File: src/rtl/uart_pkg.sv
// uart_pkg: shared FSM encodings, register bit positions and defaults for the UART 16550
package uart_pkg;
  typedef enum logic [1:0] {C_IDLE = 2'd0, C_LOAD = 2'd1, C_BUSY = 2'd2} tx_state_t;
  localparam int FIFO_EN = 0;
  localparam int TX_CLR = 2;
  localparam int IER_THRE = 1;
  localparam int LSR_THRE = 5;
  localparam int LSR_TEMT = 6;
  localparam int TX_FIFO_DEPTH = 16;
endpackage

File: src/rtl/uart_sync_fifo.sv
// uart_sync_fifo: circular DEPTH x 8 store with run-time capacity; clear overrides push and pop
module uart_sync_fifo #(
  parameter int DEPTH = 16,
  parameter int AW = $clog2(DEPTH)
) (
  input  logic          clk,
  input  logic          rst,
  input  logic          i_push,
  input  logic          i_pop,
  input  logic          i_clr,
  input  logic [AW:0]   i_cap,
  input  logic [7:0]    i_wdata,
  output logic [7:0]    o_rdata,
  output logic [AW:0]   o_level,
  output logic          o_drop
);
  logic [7:0] r_mem [DEPTH];
  logic [AW-1:0] r_wr_ptr, r_rd_ptr;
  logic [AW:0] r_level;
  logic w_push, w_pop;
  assign w_pop = i_pop && !i_clr && r_level != '0;
  // a full store still accepts a write when a character leaves in the same cycle
  assign w_push = i_push && !i_clr && (r_level < i_cap || w_pop);
  assign o_drop = i_push && !i_clr && !w_push;
  assign o_rdata = r_mem[r_rd_ptr];
  assign o_level = r_level;
  always_ff @(posedge clk or posedge rst)
    if (rst) begin
      r_wr_ptr <= '0;
      r_rd_ptr <= '0;
      r_level <= '0;
    end else if (i_clr) begin
      r_wr_ptr <= '0;
      r_rd_ptr <= '0;
      r_level <= '0;
    end else begin
      if (w_push) r_wr_ptr <= r_wr_ptr + 1'b1;
      if (w_pop) r_rd_ptr <= r_rd_ptr + 1'b1;
      r_level <= r_level + (AW+1)'(w_push) - (AW+1)'(w_pop);
    end
  always_ff @(posedge clk)
    if (w_push) r_mem[r_wr_ptr] <= i_wdata;
endmodule

File: src/rtl/uart_tx_ctrl.sv
// uart_tx_ctrl: THR/FIFO staging, serializer load handshake, LSR THRE/TEMT and THRE interrupt
module uart_tx_ctrl
  import uart_pkg::*;
#(
  parameter int DEPTH = TX_FIFO_DEPTH,
  parameter int AW = $clog2(DEPTH)
) (
  input  logic          clk,
  input  logic          rst,
  input  logic          cpu_wr,
  input  logic [7:0]    cpu_wdata,
  input  logic          fifo_en,
  input  logic          fifo_clr,
  input  logic          iir_rd,
  input  logic          thre_ie,
  input  logic          thr_empty_in,
  input  logic          tx_done_in,
  output logic          tx_write_thr,
  output logic [7:0]    tx_thr_data,
  output logic [AW:0]   tx_level,
  output logic          thre,
  output logic          temt,
  output logic          thre_irq,
  output logic          wr_drop
);
  tx_state_t r_state, w_state_nx;
  logic r_fifo_en, r_thre_prev, r_ie_prev, r_irq, r_drop, r_wr;
  logic [7:0] r_data, w_data_nx, w_rdata;
  logic [AW:0] w_level, w_cap;
  logic w_clr, w_issue, w_drop, w_set, w_irq_nx;
  // switching between FIFO and 16450 mode flushes storage just like FCR[2]
  assign w_clr = fifo_clr || (fifo_en != r_fifo_en);
  assign w_cap = fifo_en ? (AW+1)'(DEPTH) : (AW+1)'(1);
  assign w_issue = r_state == C_IDLE && w_level != '0 && thr_empty_in && !w_clr;
  uart_sync_fifo #(.DEPTH(DEPTH), .AW(AW)) u_fifo (
    .clk     (clk),
    .rst     (rst),
    .i_push  (cpu_wr),
    .i_pop   (w_issue),
    .i_clr   (w_clr),
    .i_cap   (w_cap),
    .i_wdata (cpu_wdata),
    .o_rdata (w_rdata),
    .o_level (w_level),
    .o_drop  (w_drop)
  );
  always_comb begin
    w_data_nx = w_issue ? w_rdata : r_data;
    w_state_nx = r_state == C_IDLE ? (w_issue ? C_LOAD : C_IDLE) :
                 r_state == C_LOAD ? C_BUSY : (tx_done_in ? C_IDLE : C_BUSY);
  end
  assign thre = w_level == '0;
  assign temt = thre && r_state == C_IDLE && thr_empty_in;
  // a CPU write outranks a new set; a new set outranks an IIR read
  assign w_set = thre_ie && thre && (!r_thre_prev || !r_ie_prev);
  assign w_irq_nx = (cpu_wr || !thre_ie) ? 1'b0 : w_set ? 1'b1 : iir_rd ? 1'b0 : r_irq;
  always_ff @(posedge clk or posedge rst)
    if (rst) begin
      r_state <= C_IDLE;
      r_wr <= 1'b0;
      r_data <= '0;
      r_fifo_en <= 1'b0;
      r_thre_prev <= 1'b1;
      r_ie_prev <= 1'b0;
      r_irq <= 1'b0;
      r_drop <= 1'b0;
    end else begin
      r_state <= w_state_nx;
      r_wr <= w_issue;
      r_data <= w_data_nx;
      r_fifo_en <= fifo_en;
      r_thre_prev <= thre;
      r_ie_prev <= thre_ie;
      r_irq <= w_irq_nx;
      r_drop <= w_drop;
    end
  assign tx_write_thr = r_wr;
  assign tx_thr_data = r_data;
  assign tx_level = w_level;
  assign thre_irq = r_irq;
  assign wr_drop = r_drop;
endmodule

File: config.mk
export PLATFORM = sky130hd
export DESIGN_NAME = uart_tx_ctrl
export DESIGN_NICKNAME = d
export VERILOG_FILES = /design/src/rtl/uart_pkg.sv /design/src/rtl/uart_sync_fifo.sv /design/src/rtl/uart_tx_ctrl.sv
export SDC_FILE = /design/constraint.sdc
export NUM_CORES = 1
export LEC_CHECK = 0
export CAP_MARGIN = 40
export CORE_UTILIZATION = 55
export CTS_CLUSTER_SIZE = 14
export DETAILED_ROUTE_END_ITERATION = 10
export HOLD_SLACK_MARGIN = 0.1
export PLACE_DENSITY = 0.71
export SETUP_SLACK_MARGIN = 0.4
export SYNTH_ARGS = -nofsm -noshare
export SYNTH_HDL_FRONTEND = slang
export SYNTH_SLANG_ARGS = --single-unit
File: constraint.sdc
create_clock -name clk -period 4.1 [get_ports clk]
set_input_delay 0.41 -clock clk [delete_from_list [all_inputs] [get_ports clk]]
set_output_delay 0.41 -clock clk [all_outputs]
set_load 0.01 [all_outputs]
Word level (Yosys, flattened, before mapping)
Memory sizes are Yosys's and may differ from the RTL's. A register that Yosys moved wholly into a read port is not among the register bits.
Index checks and enable logic that the tools add are counted.
- add/subtract/negate cells: 4
- multiply operators: 0
- div/mod/pow operators: 0
- magnitude comparators: 1
- equality and inequality tests: 2
- shifts and indexed selects: 0
- mux-type cells: 15
- bitwise operators: 0
- reductions and logical operators: 27
- operators with widths (kind ; number):
    $mux 4 ; 4
    $logic_and 1x1->1 ; 12
    $mux 5 ; 2
    $add 4x1->4 const B ; 2
    $mux 1 ; 6
    $mux 2 ; 3
    $add 5x1->5 ; 1
    $logic_not 1->1 ; 5
    $logic_not 5->1 ; 1
    $lt 5x5->1 ; 1
    $reduce_bool 5->1 ; 1
    $sub 5x1->5 ; 1
    $logic_or 1x1->1 ; 4
    $reduce_bool 2->1 ; 2
    $reduce_bool 3->1 ; 1
    $eq 2x1->1 const B ; 1
    $logic_not 2->1 ; 1
    $ne 1x1->1 ; 1
- register bits after elaboration: 21
- latch bits: 0
- memory bits (writable): 128
- memory bits (read-only): 0
- bits of input ports: 17
- output and inout port bits: 18
- logic and storage cells: 60
- memories kept: 1
- memories (memory ; depth ; width ; read ports ; clocked after Yosys merged registers in ; wr ports ; RTL line ; text):
    u_fifo.r_mem ; 16 ; 8 ; 1 ; 1 ; 1 ; uart_sync_fifo.sv:17 ; logic [7:0] r_mem [DEPTH];

Logic depth before layout (Yosys ltp)
Gate-level depths: netlist (run 1).
- depth in word-level cells: 11
- depth in mapped cells: 16
- mapped depth without buffers: 14

By module
From an unflattened synthesis (run 1), not the netlist that was laid out.
- cells, all modules: 401
- area total of the unflattened synthesis: 6603.8 um^2
- modules (own cells, without submodules) (module ; times used ; cells each ; area each (um^2) ; sequential area each (um^2)):
    uart_sync_fifo ; 1 ; 359 ; 5993.2 ; 4169.0
    uart_tx_ctrl ; 1 ; 42 ; 610.6 ; 401.6

Worst setup path after synthesis (run 1)
OpenSTA, ideal clock, no wires.
- kind: register -> register
- start point: reg u_fifo.r_level[2], in the netlist u_fifo.o_level[2]
- end point: reg u_fifo.r_level[4], in the netlist u_fifo.o_level[4]
- library setup time: 0.125 ns
- data arrival time: 2.898 ns
- data required time: 3.975 ns
- slack: 1.077 ns
- cell stages (with the launch flop): 17
- path buffers: 2
- period minus slack after synthesis: 3.023 ns
- cell sequence: dfrtp_1 -> inv_1 -> ha_1 -> or4b_1 -> buf_6 -> nand4_4 -> buf_4 -> inv_1 -> ha_1 -> inv_1 -> ha_1 -> inv_1 -> fa_1 -> o21bai_1 -> a21oi_1 -> xnor2_1 -> nor2_1
- cells in the longest elaborated chain, start to end: 11
- elaborated cells on any way between the ends: 12
- those cells by class: add/sub (2); order compare (1); mux (1); reduce/logical (8)
- RTL lines (element ; RTL line ; text):
    start, declared ; uart_sync_fifo.sv:19 ; logic [AW:0] r_level;
    start signal, assigned ; uart_sync_fifo.sv:39 ; r_level <= r_level + (AW+1)'(w_push) - (AW+1)'(w_pop);
    $reduce_bool 5->1 ; uart_sync_fifo.sv:21, uart_tx_ctrl.sv:34 ;
    $logic_and 1x1->1 (3 in a row) ; uart_tx_ctrl.sv:34 ; assign w_issue = r_state == C_IDLE && w_level != '0 && thr_empty_in && !w_clr;
    $logic_and 1x1->1 (2 in a row) ; uart_sync_fifo.sv:21 ; assign w_pop = i_pop && !i_clr && r_level != '0;
    $logic_or 1x1->1 ; uart_sync_fifo.sv:23 ; assign w_push = i_push && !i_clr && (r_level < i_cap || w_pop);
    $logic_and 1x1->1 ; uart_sync_fifo.sv:23 ;
    $add 5x1->5 ; uart_sync_fifo.sv:39 ;
    $sub 5x1->5 (*) ; uart_sync_fifo.sv:39 ;
    $mux 5 (*) ; uart_sync_fifo.sv:32 ; end else if (i_clr) begin
Every way passes the cells marked *; elsewhere a longest branch is shown, timed or not.
A chain may end at the register's enable or synchronous reset.

Final worst setup path (run 1)
Ends and elaborated chain as after synthesis.

==> results of run 1 <==
==> sequential cells by signal (all words and copies together) (netlist names) <==
signal,flops
u_fifo.r_mem,128
tx_thr_data,8
u_fifo.o_level,5
u_fifo.r_rd_ptr,4
u_fifo.r_wr_ptr,4
r_state,2
r_fifo_en,1
r_ie_prev,1
r_thre_prev,1
thre_irq,1
tx_write_thr,1
wr_drop,1
==> final timing paths <==
| check | slack [ns] | end | depth (start not counted) | from |
|---|---|---|---|---|
| worst min register to register | 0.48 | tx_thr_data[4] | 1 | tx_thr_data[4] |
| worst max register to register | 0.82 | u_fifo.o_level[4] | 14 | u_fifo.o_level[2] |
| worst max-delay path | 0.82 | u_fifo.o_level[4] | 14 | u_fifo.o_level[2] |
| min in group clk | 0.45 | r_ie_prev | 1 | thre_ie |
| max in group asynchronous | 3.32 | r_thre_prev | 3 | rst |
| worst min-delay path | 0.27 | tx_thr_data[1] | 2 | rst |
==> kinds of logic after synthesis <==
kind of cell    synth area share, %
flops                          67.8
compound gates                 3.82
xor+xnor                       1.15
fa+ha+maj                      2.90
simple gates                   6.76
buf+inv                        3.75
mux                            13.8
==> cell usage after synthesis (9+ instances only) <==
cell type | count | area [sq um]
dfrtp_1 | 28 | 701
edfxtp_1 | 128 | 3840
ha_1 | 14 | 175
inv_1 | 19 | 71.3
mux2i_1 | 12 | 120
mux4_1 | 24 | 631
nand2_1 | 24 | 90.1
nor2_1 | 10 | 37.5
nor3_2 | 9 | 90.1
o22ai_1 | 9 | 56.3
==> cell type report <==
class                   count  area (sq um)
well taps                 147           184
clock inverters            12           194
clock buffers              20           437
flip-flops and latches    157          4570
multi-input cells         183          1920
repair buffers             47           498
inverters                  19          71.3
fillers                   820          4090
==> report_power, final <==
group	leakage (nW)	internal, mW	total, mW	switching [mW]
clock network	0.304	1.07	1.66	0.583
logic	0.959	0.125	0.246	0.121
registers	1.54	1.77	1.79	0.0261
==> per-layer routing <==
| metal | up-vias | GRT usage [%] | part of all wire, % |
|---|---|---|---|
| li1 | 1581 | - | - |
| met1 | 1690 | 28.0 | 44 |
| met2 | 81 | 32.4 | 48 |
| met3 | 14 | 6.11 | 5.7 |
| met4 | 0 | 7.91 | 1.4 |
| met5 | - | 0 | 0 |
==> through the flow <==
stage	instance area, sq um	setup WS (ns)
floorplan	6740	1.08
global placement	7150	0.929
detailed placement	7230	0.820
CTS	7870	0.805
global route	7870	0.589
finish	7870	0.818
==> flow_summary_export.csv, run 1 <==
group,metric,value,unit
sta,slew_viol_final,0,
synth,synth_sequential_area_ratio,67.8,%
final_layout,area_growth,16.8,%
synth,synth_fp_nets,412,
final_layout,utilization,65.8,%
global_routing,grt.overflow.total,0,
floorplanning,die_w,113,microns
sta,fmax,305,MHz
cts,insertion_delay,0.42,ns
critical_path,max_stage_delay,0.68,ns
critical_path,path_buf_inv,4,
synth,ys_seq_elements,157,
final_layout,n_antenna_cell,0,
global_routing,grt_usage,20.8,%
critical_path,end_kind,"flop",
power_and_ir_drop,p_per_area,470,nW/um^2
global_routing,grt_pass1_wl,18800,microns
sta,fin_setup_tns,0,ns
floorplanning,die_height,113,microns
sta,post-route-period-util,80.0,%
synth,synth_cell_type_count,43,
sta,tightestPinTransition,0.789,ns
routing,drc_errors,0,
final_layout,finalNetCount,457,
critical_path,crit_path_max_fanout,19,
synth,synth_edf_count,128,
sta,timing.slew.headroom,47.1,%
floorplanning,dieArea,12700,sq um
routing,vias,3366,
sta,finalHoldViolCount,0,
critical_path,cp-start-kind,"flop",
routing,routed_wl,11800,microns
synth,synth.cell_area,6740,sq um
routing,wl_per_cell,20.2,microns
sta,finClkSkew,0.0103,ns
critical_path,crit_required,4.39,ns
power_and_ir_drop,peakVddDrop,0.383,mV
placement,place_inst,552,
cts,cts_hold_buf,0,
cts,cts_tree,"yes",
synth,yosys_warnings,0,
cts,clkTransAtPathRegs,0.06,ns
synth,synth_area_per_cell,17.7,sq um
hold_path,hp-class,"in2async",
final_layout,final_cell_mix,"128 x edfxtp_1, 34 x clkdlybuf4s50_1, 27 x dfrtp_1, 24 x nand2_1, 24 x mux4_1",
sta,setup_viol,0,
sta,fin_crit,3.28,ns
final_layout,final_cells,585,
cts,cts_buffers,17,
routing,drt_iter0_drc,220,
power_and_ir_drop,total_leakage_power,2.80,nW
power_and_ir_drop,p_total,3.70,mW
floorplanning,start_util,56.3,%
critical_path,crit_family,"simple AND/OR/NAND/NOR gates",
sta,timing.hold.ws,0.269,ns
global_routing,grt_max_degree,23,
final_layout,final_common_cell,"edfxtp_1",
routing,vias_per_cell,5.75,
global_routing,grt_pass1_vias,3413,
cts,clk_path_buf_depth,2,
cts,htreeDepth,4,
global_routing,antenna_found_initial,0,
placement,dp_hpwl,8040,microns
synth,ys_async_sr_fraction,18.5,%
critical_path,critPathKind,"reg2reg",
final_layout,drive_above_1_share,15.3,%
critical_path,cpMaxStageDelayCell,"or4b_1",
critical_path,path_cells,"inv_1 > ha_1 > or4b_1 > nand4_4 > inv_1 > ha_1 > inv_1 > ha_1 > inv_1 > fa_1 > o21bai_1 > a21oi_1 > xnor2_1 > nor2_1",
routing,first_pass_iters,5,
critical_path,cp_data_arrival_time,3.57,ns
floorplanning,io-pin-count,35,
synth,syn_inst,380,
outcome,outcome,"finished, final reports clean",
placement,port_buffers,34,
synth,ys.flop_type,"edfxtp_1",
cts,clock-sinks,157,
routing,ant_nets,0,
floorplanning,core,12000,sq um
cts,cts-root-buf,"clkbuf_16",
placement,place_congestion,0.764,
flow_run,drv_cap,0,
floorplanning,fp-row-count,40,
critical_path,crit_top_cell,"inv_1",
sta,rsz0062_at_grt,"no",
cts,cts_setup_buffers,0,
cts,cts_resized,0,
(Power assumes the default switching activity.)
==> run 2, diff against run 1 <==
==> constraint.sdc (replaced) <==
create_clock -name clk -period 3.4 [get_ports clk]
set_input_delay 0.34 -clock clk [delete_from_list [all_inputs] [get_ports clk]]
set_output_delay 0.34 -clock clk [all_outputs]
set_load 0.01 [all_outputs]
==> run 2 against run 1 <==
Critical path depth unchanged. Sequential share of layout area decreased by 0.10 points. Utilization increased by 0.12 points. Via count increased by 2.2%. Routed wire length increased by 3.9%. Maximum frequency increased by 17%. Total power increased by 20%.
==> flow_summary_export.csv, run 2 (same netlist as run 1, synthesis figures left out) <==
group,metric,value,unit
placement,port_buffers,34,
final_layout,multi_input_area,1920,sq um
critical_path,max_stage_delay,0.48,ns
sta,fmax,356,MHz
floorplanning,die_w,113,microns
placement,place_congestion,0.803,
critical_path,end_kind,"flop",
critical_path,crit_family,"adder cells",
final_layout,design_area,7890,sq um
cts,clkTransAtPathRegs,0.06,ns
final_layout,n_antenna_cell,0,
cts,cts_tree,"yes",
placement,pre_cts_ws,0.340,ns
sta,post-route-period-util,82.6,%
global_routing,grt_usage,21.6,%
final_layout,drive_above_1_share,17.5,%
cts,clk_path_buf_depth,2,
floorplanning,die_height,113,microns
global_routing,grt.overflow.total,0,
routing,vias_per_cell,5.80,
floorplanning,fp-row-count,40,
global_routing,grt_pass1_wl,19600,microns
routing,drc_errors,0,
sta,setup_viol,0,
final_layout,utilization,65.9,%
power_and_ir_drop,p_per_area,563,nW/um^2
cts,htreeDepth,4,
sta,timing.slew.headroom,54.8,%
routing,ant_nets,0,
final_layout,final_common_cell,"edfxtp_1",
global_routing,grt_max_degree,34,
critical_path,crit_required,3.70,ns
sta,fin_crit,2.81,ns
critical_path,crit_path_max_fanout,4,
sta,finalHoldViolCount,0,
routing,first_pass_iters,4,
final_layout,area_growth,17.0,%
critical_path,cp_data_arrival_time,3.11,ns
floorplanning,start_util,56.3,%
routing,wl_per_cell,20.7,microns
cts,cts_buffers,17,
outcome,outcome,"finished, final reports clean",
cts,insertion_delay,0.43,ns
final_layout,seqCellArea,4570,sq um
sta,fin_setup_tns,0,ns
critical_path,critPathKind,"reg2reg",
final_layout,final_cell_mix,"128 x edfxtp_1, 34 x clkdlybuf4s50_1, 27 x dfrtp_1, 24 x nand2_1, 24 x mux4_1",
sta,worst_slack,0.591,ns
flow_run,drv_cap,0,
cts,clock-sinks,157,
routing,vias,3439,
global_routing,antenna_found_initial,0,
placement,dp_hpwl,8150,microns
power_and_ir_drop,total_leakage_power,2.83,nW
hold_path,hp-class,"in2async",
critical_path,cpMaxStageDelayCell,"or4b_4",
floorplanning,io-pin-count,35,
final_layout,num-fill-cells,802,
floorplanning,dieArea,12700,sq um
critical_path,path_cells,"inv_2 > ha_1 > or4b_4 > nand4_4 > inv_1 > ha_1 > inv_1 > ha_1 > inv_1 > fa_1 > o21bai_1 > a21oi_1 > xnor2_1 > nor2_1",
sta,rsz0062_at_grt,"no",
routing,drt_iter0_drc,242,
sta,slew_viol_final,0,
power_and_ir_drop,peakVddDrop,0.394,mV
critical_path,path_buf_inv,4,
placement,place_area,7250,sq um
sta,finClkSkew,0.00980,ns
routing,routed_wl,12300,microns
floorplanning,core,12000,sq um
sta,timing.hold.ws,0.204,ns
cts,cts_hold_buf,0,
global_routing,grt_pass1_vias,3577,
final_layout,finalNetCount,465,
critical_path,cp-start-kind,"flop",
sta,tightestPinTransition,0.675,ns
cts,cts-root-buf,"clkbuf_16",
final_layout,largest_reg_flops,128,
final_layout,top_register,"u_fifo.r_mem",
==> run 2: cell types whose count changed in the layout (fill, tap and decap cells not counted), sizes merged <==
cell and delta:
inv +3, bufinv -1, clkbuf -2, buf +8
==> run 2: timing repair <==
action / CTS / global route
gates resized for setup: 0 / 2
setup buffers: 0 / 1
endpoints found under the setup margin: 0 / 1
==> run 2: final timing paths <==
path                                   startpoint           endpoint  slack, ns  depth (start not counted)
worst max register to register  u_fifo.o_level[2]  u_fifo.o_level[4]       0.59                         14
worst min register to register     tx_thr_data[4]     tx_thr_data[4]       0.48                          1
worst max-delay path            u_fifo.o_level[2]  u_fifo.o_level[4]       0.59                         14
min in group clk                          thre_ie          r_ie_prev       0.40                          1
max in group asynchronous                     rst        r_thre_prev       2.68                          3
worst min-delay path                          rst         r_state[1]       0.20                          2
==> run 2: final cells by class <==
class,count,area share (%)
Multi-Input combinational cell,183,24.4
Clock buffer,18,5.44
Sequential cell,157,58.0
Tap cell,147,2.33
Inverter,19,0.904
Timing Repair Buffer,55,6.57
Clock inverter,14,2.43
==> run 2: worst reg2reg max path, delay by kind of cell, from the launching register on <==
| family | cells | cell delay [ns] |
|---|---|---|
| fa+ha+maj | 4 | 0.95 |
| xor+xnor | 1 | 0.16 |
| compound gates | 2 | 0.25 |
| flops | 1 | 0.40 |
| simple gates | 3 | 0.65 |
| buf+inv | 4 | 0.26 |
==> run 2: metal layers <==
metal	vias up	GRT usage (%)	wire, microns
met5	-	0	0
met3	18	5.62	574
met4	0	8.98	223
li1	1588	-	-
met1	1753	29.2	5550
met2	80	33.8	5950
==> run 2: power breakdown <==
part | leakage, nW | internal, mW | switching [mW]
Combinational | 0.988 | 0.154 | 0.147
Sequential | 1.54 | 2.13 | 0.0311
Clock | 0.296 | 1.23 | 0.750
==> run 2: per-stage QoR <==
stage,total power [mW],std cells
after floorplan,2.36,380
after detailed placement,2.50,560
final,4.44,593
after CTS,4.47,592
after global routing,4.58,593
after global placement,2.49,559
==> run 3, diff against run 2 <==
==> constraint.sdc (replaced) <==
create_clock -name clk -period 2.63 [get_ports clk]
set_input_delay 0.263 -clock clk [delete_from_list [all_inputs] [get_ports clk]]
set_output_delay 0.263 -clock clk [all_outputs]
set_load 0.01 [all_outputs]
==> run 3 against run 2 <==
Combinational power grew 36%. Non-clock buffer count grew 19. Register-to-register slack lost 0.51 ns. First-iteration DRC count grew 18%. Global-route usage shrank 0.13 points. Worst setup slack lost 0.51 ns. Critical path depth is the same. Utilization grew 1.3 points. Sequential share of layout area shrank 1.1 points. Critical endpoint is now u_fifo.o_level[2]. Die area is the same.
==> flow_summary_export.csv, run 3 (same netlist as run 1, synthesis figures left out) <==
group,metric,value,unit
floorplanning,start_util,56.3,%
sta,rsz0062_at_grt,"yes",
power_and_ir_drop,p_per_area,685,nW/um^2
final_layout,largest_reg_flops,128,
global_routing,grt_pass1_vias,3500,
routing,first_pass_iters,4,
cts,cts-root-buf,"clkbuf_16",
floorplanning,die_w,113,microns
routing,drc_errors,0,
sta,tightestPinTransition,0.725,ns
final_layout,finalNetCount,484,
routing,ant_nets,0,
sta,worst_slack,0.0825,ns
sta,post-route-period-util,96.9,%
sta,setup_viol,0,
global_routing,antenna_found_initial,0,
sta,fin_setup_tns,0,ns
global_routing,grt_usage,21.5,%
routing,wl_per_cell,20.1,microns
cts,htreeDepth,4,
final_layout,top_register,"u_fifo.r_mem",
routing,vias_per_cell,5.75,
routing,met3_wirelength,580,microns
sta,finClkSkew,0.0121,ns
critical_path,r2r_slack,0.08,ns
placement,place_congestion,0.755,
sta,timing.slew.headroom,51.6,%
routing,drt-met1-wl,5570,microns
critical_path,crit_path_max_fanout,2,
final_layout,area_growth,19.2,%
sta,finalHoldViolCount,0,
power_and_ir_drop,peakVddDrop,0.594,mV
hold_path,hp-class,"in2async",
routing,highest_layer,"met4",
final_layout,n_antenna_cell,0,
sta,fmax,393,MHz
power_and_ir_drop,total_leakage_power,2.89,nW
routing,vias,3521,
critical_path,cp-start-kind,"flop",
routing,drt_iter0_drc,285,
placement,port_buffers,34,
critical_path,timing.rr.start,"u_fifo.o_level[3]",
cts,insertion_delay,0.42,ns
critical_path,crit-reg2reg-capture,"u_fifo.o_level[2]",
sta,fin_crit,2.55,ns
floorplanning,core,12000,sq um
final_layout,drive_above_1_share,24.5,%
cts,clkTransAtPathRegs,0.06,ns
cts,clock-sinks,157,
cts,clk_path_buf_depth,2,
outcome,outcome,"finished, final reports clean",
cts,cts_buffers,17,
placement,dp_hpwl,8010,microns
routing,routed_wl,12300,microns
final_layout,num-fill-cells,787,
critical_path,cp_data_arrival_time,2.84,ns
cts,cts_tree,"yes",
global_routing,grt_pass1_wl,19500,microns
floorplanning,io-pin-count,35,
global_routing,grt.overflow.total,0,
global_routing,grt_max_degree,34,
final_layout,final_cell_mix,"128 x edfxtp_1, 38 x buf_4, 32 x clkdlybuf4s50_1, 28 x dfrtp_1",
critical_path,end_kind,"flop",
routing,route.met2.wl,6050,microns
placement,pre_cts_ws,-0.0942,ns
flow_run,drv_cap,0,
floorplanning,dieArea,12700,sq um
critical_path,crit_required,2.92,ns
floorplanning,fp-row-count,40,
critical_path,reg2reg_depth,14,
final_layout,final_common_cell,"edfxtp_1",
sta,slew_viol_final,0,
critical_path,critPathKind,"reg2reg",
floorplanning,die_height,113,microns
[run 3: repair_timing]
action,in CTS,in global routing
gates cloned,0,0
hold buffers,0,0
buffers inserted,6,1
endpoints found under the setup margin,134,134
pin swaps,7,3
gates resized for setup,5,4
[run 3: how the worst max path moves through the flow]
stage	startpoint	end	slack, ns	cells past startpoint
final	u_fifo.o_level[3]	u_fifo.o_level[2]	0.08	14
after global routing	u_fifo.o_level[2]	u_fifo.o_level[2]	-0.008	14
after CTS	u_fifo.o_level[2]	u_fifo.o_level[4]	0.1	14
after detailed placement	fifo_en	u_fifo.o_level[4]	-0.09	14
after global placement	fifo_en	u_fifo.o_level[4]	-0.03	14
after floorplan	u_fifo.o_level[2]	u_fifo.o_level[4]	-0.17	16
[run 3: stage by stage]
step           instance area, sq um  hold WS [ns]  total power, mW  cells  util (%)
2_1_floorplan                  6810         0.294             3.06    380         -
3_3_place_gp                   7410         0.460             3.24    573      62.0
3_5_place_dp                   7410         0.465             3.26    573      62.0
4_1_cts                        8040         0.220             5.57    611      67.2
5_1_grt                        8040         0.256             5.70    612      67.2
6_report                       8040         0.221             5.51    612      67.2
[run 3: cell type report]
| cell class | count | area, sq um | share of cell area [%] |
|---|---|---|---|
| repair buffers | 74 | 647 | 8.05 |
| multi-input cells | 183 | 2000 | 24.9 |
| inverters | 19 | 71.3 | 0.887 |
| clock buffers | 17 | 425 | 5.29 |
| flip-flops and latches | 157 | 4570 | 56.9 |
| clock inverters | 15 | 135 | 1.68 |
| well taps | 147 | 184 | 2.29 |
[run 3: worst max-delay path: stages (launching register included)]
cell	delay [ns]
dfrtp_1	0.40
inv_2	0.10
ha_4	0.12
or4b_4	0.48
nand4_4	0.09
inv_2	0.05
ha_4	0.21
inv_2	0.06
ha_4	0.12
inv_2	0.04
fa_2	0.33
buf_4	0.14
buf_6	0.11
xnor2_2	0.13
nor2_1	0.05
[run 3: routing by layer]
metal  vias up  global-route usage [%]
met5         -                       0
met4         0                    8.00
met3         4                    6.37
met2       108                    32.8
met1      1775                    29.7
li1       1634                       -
[run 3: report_power, final]
| group | total, mW | switching [mW] | internal [mW] | leakage, nW |
|---|---|---|---|---|
| sequential | 2.79 | 0.0380 | 2.75 | 1.54 |
| combinational | 0.408 | 0.197 | 0.211 | 1.08 |
| clock | 2.31 | 0.991 | 1.31 | 0.272 |
==> edit 1, RTL diff (settings of run 2) <==
The package constant `TX_FIFO_DEPTH` goes from 16 to 32.
--- a/src/rtl/uart_pkg.sv
+++ b/src/rtl/uart_pkg.sv
@@ -6,6 +6,6 @@
   localparam int IER_THRE = 1;
   localparam int LSR_THRE = 5;
   localparam int LSR_TEMT = 6;
-  localparam int TX_FIFO_DEPTH = 16;
+  localparam int TX_FIFO_DEPTH = 32;
 endpackage
 
Interface: changed (resized tx_level); port bits go from 35 to 36. The function was not compared with the original's and may differ.
==> edit 1 against run 2 <==
Global-route usage increased by 1.0 points. Final cell count increased by 67%. Setup slack got worse by 0.015 ns. Die area is 70% higher. Routed wire length grew 89%. Synthesized area is 72% higher. Final area is 70% higher. Synthesized cell count up 61%. Sequential cell count increased by 131. Power up 68%.
==> edit 1: results (changes against run 2) <==
metric	value	unit	change
p_leak	4.44	nW	+57%
seq_area_frac_synth	73.4	%	+5.6 points
run_status	finished clean		
synth_edf_count	256		+100%
asyncSetResetFlopFracSynth	11.1	%	-7.4 points
cts.reportedPaths.clkPinSlew	0.06	ns	about the same
pin_count_of_the_biggest_net_entering_global_routing	33		-2.9%
worst_slew_pin_slew	0.825	ns	+0.151 ns
clockBufferDepth	3		+1
critical_path.max_stage_delay	0.42	ns	-0.06 ns
global_route.usage.total	22.7	%	+1.0 points
drt_first_iter_violations	562		+130%
worst-path-max-fanout	5		+1
yosys.area_share.xor_xnor	0.909	%	-0.24 points
yosysUniqueCellTypes	54		+26%
fin_skew	0.00952	ns	-0.000285 ns
gp_routability_congestion	0.779		-3.0%
hold_class	in -> async		
synth.top_cells.by_area	edfxtp_1, mux4_2, dfrtp_1		
layout_cells_sized_above_1	24.2	%	+6.7 points
post_synth_fa_ha_maj_area_fraction	1.80	%	-1.1 points
timing.hold.ws	0.168	ns	-0.0364 ns
grt_pass1_wl	36300	microns	+85%
timing.critical_path.slowest_stage_cell	or4_4		
totalWireLength	23200	microns	+89%
post_synth_mux_area_share	14.3	%	+0.51 points
dp_hpwl	14800	microns	+81%
synth_fp_nets	643		+56%
cts.htree.levels	1		-3
worst_ir_drop_vdd	0.000469	V	+19%
finalCriticalPeriod	2.82	ns	+0.0153 ns
cts_made_buffers	28		+11
worstSkewPairLatency	0.53	ns	+0.10 ns
cp.arrival	3.21	ns	+0.10 ns
period_share	83.1	%	+0.45 points
port-buffer-count	35		+2.9%
finish.net_count	735		+58%
synth_ff_type	edfxtp_1		
dpl_worst_slack	0.249	ns	-0.0910 ns
synth_top_cells_by_count	edfxtp_1, mux4_2, nor2_1, dfrtp_1		
number_of_iterations_in_the_first_detailed_routing_pass	5		+1
cts.root.buffer_cell	clkbuf_16		
fill_cell_instance_count_of_the_final_layout	1380		+72%
rrSetupSlack	0.58	ns	-0.02 ns
max_flop_register	u_fifo.r_mem		
yosys_warnings	0		unchanged
post_synthesis_compound_gate_area_fraction	3.14	%	-0.69 points
largest_register_ffs	256		+100%
antenna_cells	0		unchanged
initial_antenna_violation_count	0		unchanged
via_to_cell_ratio	6.04		+4.1%
number_of_global_route_vias_before_repair	6180		+73%
critical_path.top_delay_family	adder cells		
-- edit 1: cell count changes in the layout (fill, tap and decap cells not counted), sizes merged, moves of 9 or more --
cell           run 2  this run
a21oi              6        15
buf               21        56
clkbuf            18        39
edfxtp           128       256
mux4              32        64
nand2             25        15
nor2              10        58
nor3              16         3
-- edit 1: through the flow --
stage	area (sq um)	instances
final	13400	992
after global routing	13400	992
after CTS	13400	990
after detailed placement	12600	940
after global placement	12500	937
after floorplan	11600	610
-- edit 1: layout make-up --
cell class	instances	area share [%]
clock inverter	11	0.531
tap	270	2.52
inverter	18	0.540
multi-input combinational	275	21.3
timing repair buffer	91	6.00
sequential	288	63.3
clock buffer	39	5.83
-- edit 1: worst paths after layout --
kind | cells after the start | endpoint | startpoint
worst max-delay path | 15 | u_fifo.o_level[4] | u_fifo.o_level[3]
worst min-delay path | 2 | r_state[0] | rst
worst max register to register | 15 | u_fifo.o_level[4] | u_fifo.o_level[3]
worst min register to register | 1 | r_state[1] | r_state[1]
max in group asynchronous | 4 | u_fifo.r_wr_ptr[2] | rst
min in group clk | 1 | r_ie_prev | thre_ie
-- edit 1: routing by layer --
metal  global-route usage [%]  vias to the layer above  part of all wire (%)
met5                        0                        -                     0
li1                         -                     2614                     -
met1                     32.5                     3094                    43
met4                     8.45                        0                   3.2
met2                     35.6                      234                    47
met3                     3.73                       47                   6.7
-- edit 1: where the power goes --
part | leakage (nW) | switching [W] | internal (W)
clock network | 0.418 | 0.00122 | 0.00167
logic | 1.30 | 0.000296 | 0.000310
registers | 2.72 | 0.0000593 | 0.00392
total | 4.44 | 0.00158 | 0.00590
-- edit 1: what timing repair did --
action | in CTS | in global routing
endpoints found under the setup margin | 0 | 2
setup buffers | 0 | 2
gates resized for setup | 0 | 2
==> edit 2, RTL diff (settings of run 2) <==
Made on the original files. `r_data` no longer has a reset.
--- a/src/rtl/uart_tx_ctrl.sv
+++ b/src/rtl/uart_tx_ctrl.sv
@@ -58,7 +58,6 @@
     if (rst) begin
       r_state <= C_IDLE;
       r_wr <= 1'b0;
-      r_data <= '0;
       r_fifo_en <= 1'b0;
       r_thre_prev <= 1'b1;
       r_ie_prev <= 1'b0;
@@ -67,13 +66,16 @@
     end else begin
       r_state <= w_state_nx;
       r_wr <= w_issue;
-      r_data <= w_data_nx;
       r_fifo_en <= fifo_en;
       r_thre_prev <= thre;
       r_ie_prev <= thre_ie;
       r_irq <= w_irq_nx;
       r_drop <= w_drop;
     end
+
+  always_ff @(posedge clk) begin
+    r_data <= w_data_nx;
+  end
   assign tx_write_thr = r_wr;
   assign tx_thr_data = r_data;
   assign tx_level = w_level;
Behaviour: differs if rst is asserted again (counterexample within 4 cycles, from zero or initial values and one cycle with rst high); with rst held inactive, the same outputs for 10 cycles.
==> edit 2 against run 2 <==
Core utilization rose by 2.4 points. Die area is 5.2% lower. Final area shrank 4.1%. Routed wire length fell by 5.2%. Global-route usage grew 0.28 points. Count of clock-buffer cells in the layout did not move. Power fell by 7.2%. Setup slack got worse by 0.058 ns. Final cell count down 7.4%. Clock skew increased by 0.0046 ns. Clock power down 8%. Sequential share of layout area is 3.0 points higher. Synthesized area fell by 5.3%. Sequential cell count is the same. Largest cell class unchanged.
==> edit 2: results (changes against run 2) <==
metric	value	unit	change
run_status	finished clean		
met3_length	690	microns	+20%
worst_ir_drop_vdd	0.000420	V	+6.4%
yosysUniqueCellTypes	40		-7.0%
gp_routability_congestion	0.770		-4.1%
amount_of_wire_on_met2_after_detailed_routing	5640	microns	-5.2%
grt_pass1_wl	18200	microns	-6.9%
comb_power_share	4.4	%	-2.4 points
global_route.usage.total	21.9	%	+0.28 points
totalWireLength	11700	microns	-5.2%
post_synth_fa_ha_maj_area_fraction	3.06	%	+0.16 points
post_synth_mux_area_share	11.8	%	-2.1 points
asyncSetResetFlopFracSynth	13.4	%	-5.1 points
timing.max_slew.rel_slack	46.7	%	-8.1 points
finish.instance_area	0.00757	sq mm	-4.1%
gr-usage-met3	4.80	%	-0.82 points
dp.cells	509		-9.1%
number_of_iterations_in_the_first_detailed_routing_pass	5		+1
synth_edf_count	136		+6.3%
gr-usage-met1	31.4	%	+2.1 points
synth_top_cells_by_count	edfxtp_1, mux4_2, dfrtp_1, a22oi_1, inv_1		
finish.net_count	428		-8.0%
number_of_global_route_vias_before_repair	3257		-8.9%
synth.top_cells.by_area	edfxtp_1, mux4_2, dfrtp_1		
cts_made_buffers	17		unchanged
comb_cell_power	0.000181	W	-40%
gr-usage-met2	33.0	%	-0.81 points
stdcell_count	549		-7.4%
p_leak	2.64	nW	-6.5%
synth_fp_nets	376		-8.7%
yosys.area_share.xor_xnor	1.10	%	-0.054 points
fin_skew	0.0144	ns	+0.00456 ns
worst-path-max-fanout	6		+2
drt-met1-wl	5230	microns	-5.7%
dp_hpwl	7250	microns	-11%
pin_count_of_the_biggest_net_entering_global_routing	36		+5.9%
share_of_total_power_in_sequential_cells	51.5	%	+2.8 points
post_synthesis_compound_gate_area_fraction	3.86	%	+0.036 points
cts_hold_repair.buffers	0		unchanged
dpl_worst_slack	0.116	ns	-0.224 ns
via_to_cell_ratio	5.81		+0.19%
fill_cell_instance_count_of_the_final_layout	736		-8.2%
layout_cells_sized_above_1	22.7	%	+5.2 points
-- edit 2: changes by cell type after synthesis, moves of 5 or more --
cell	run 2	this run
mux4_1	24	0
o22ai_1	9	0
nand2_1	24	10
dfrtp_1	28	20
and2_1	1	6
a211oi_1	8	1
nor3_2	9	0
a22oi_1	0	16
a21o_1	8	1
and3_1	4	14
mux2i_1	12	3
edfxtp_1	128	136
nor3_1	7	0
mux4_2	8	32
-- edit 2: cells by family after synthesis --
kind of cell,after synthesis
flip-flops,157
AND/OR/NAND/NOR,65
multiplexers,35
AO/OA/AOI/OAI,33
buffers and inverters,31
adder cells (fa/ha/maj),15
XOR/XNOR,8
-- edit 2: worst max-delay path, stage by stage (launching register included) --
cell and delay, ns:
dfrtp_1 0.41, inv_2 0.08, ha_1 0.13, or4b_4 0.48, buf_4 0.15, buf_4 0.14
and2b_2 0.20, clkdlybuf4s50_1 0.52
-- edit 2: path summary, 6_finish.rpt --
path                       cells past startpoint                 to  slack (ns)               from
setup / recovery                               7               temt        0.53  u_fifo.o_level[2]
hold / removal                                 2  u_fifo.o_level[4]        0.14                rst
setup reg to reg                              14  u_fifo.o_level[4]        0.54  u_fifo.o_level[2]
hold reg to reg                                1         r_state[1]        0.48         r_state[1]
max in group asynchronous                      3        r_thre_prev        2.80                rst
min in group clk                               1          r_ie_prev        0.40            thre_ie
-- edit 2: area by class of cell --
cell class | count | share of cell area [%]
Sequential cell | 157 | 61.0
Multi-Input combinational cell | 156 | 22.0
Timing Repair Buffer | 49 | 6.42
Clock buffer | 18 | 5.67
Tap cell | 140 | 2.32
Clock inverter | 14 | 1.92
Inverter | 15 | 0.744
-- edit 2: repair_timing --
action,CTS,global route
setup buffers,2,6
pin swaps,1,4
resized for setup,0,6
endpoints found under the setup margin,1,1
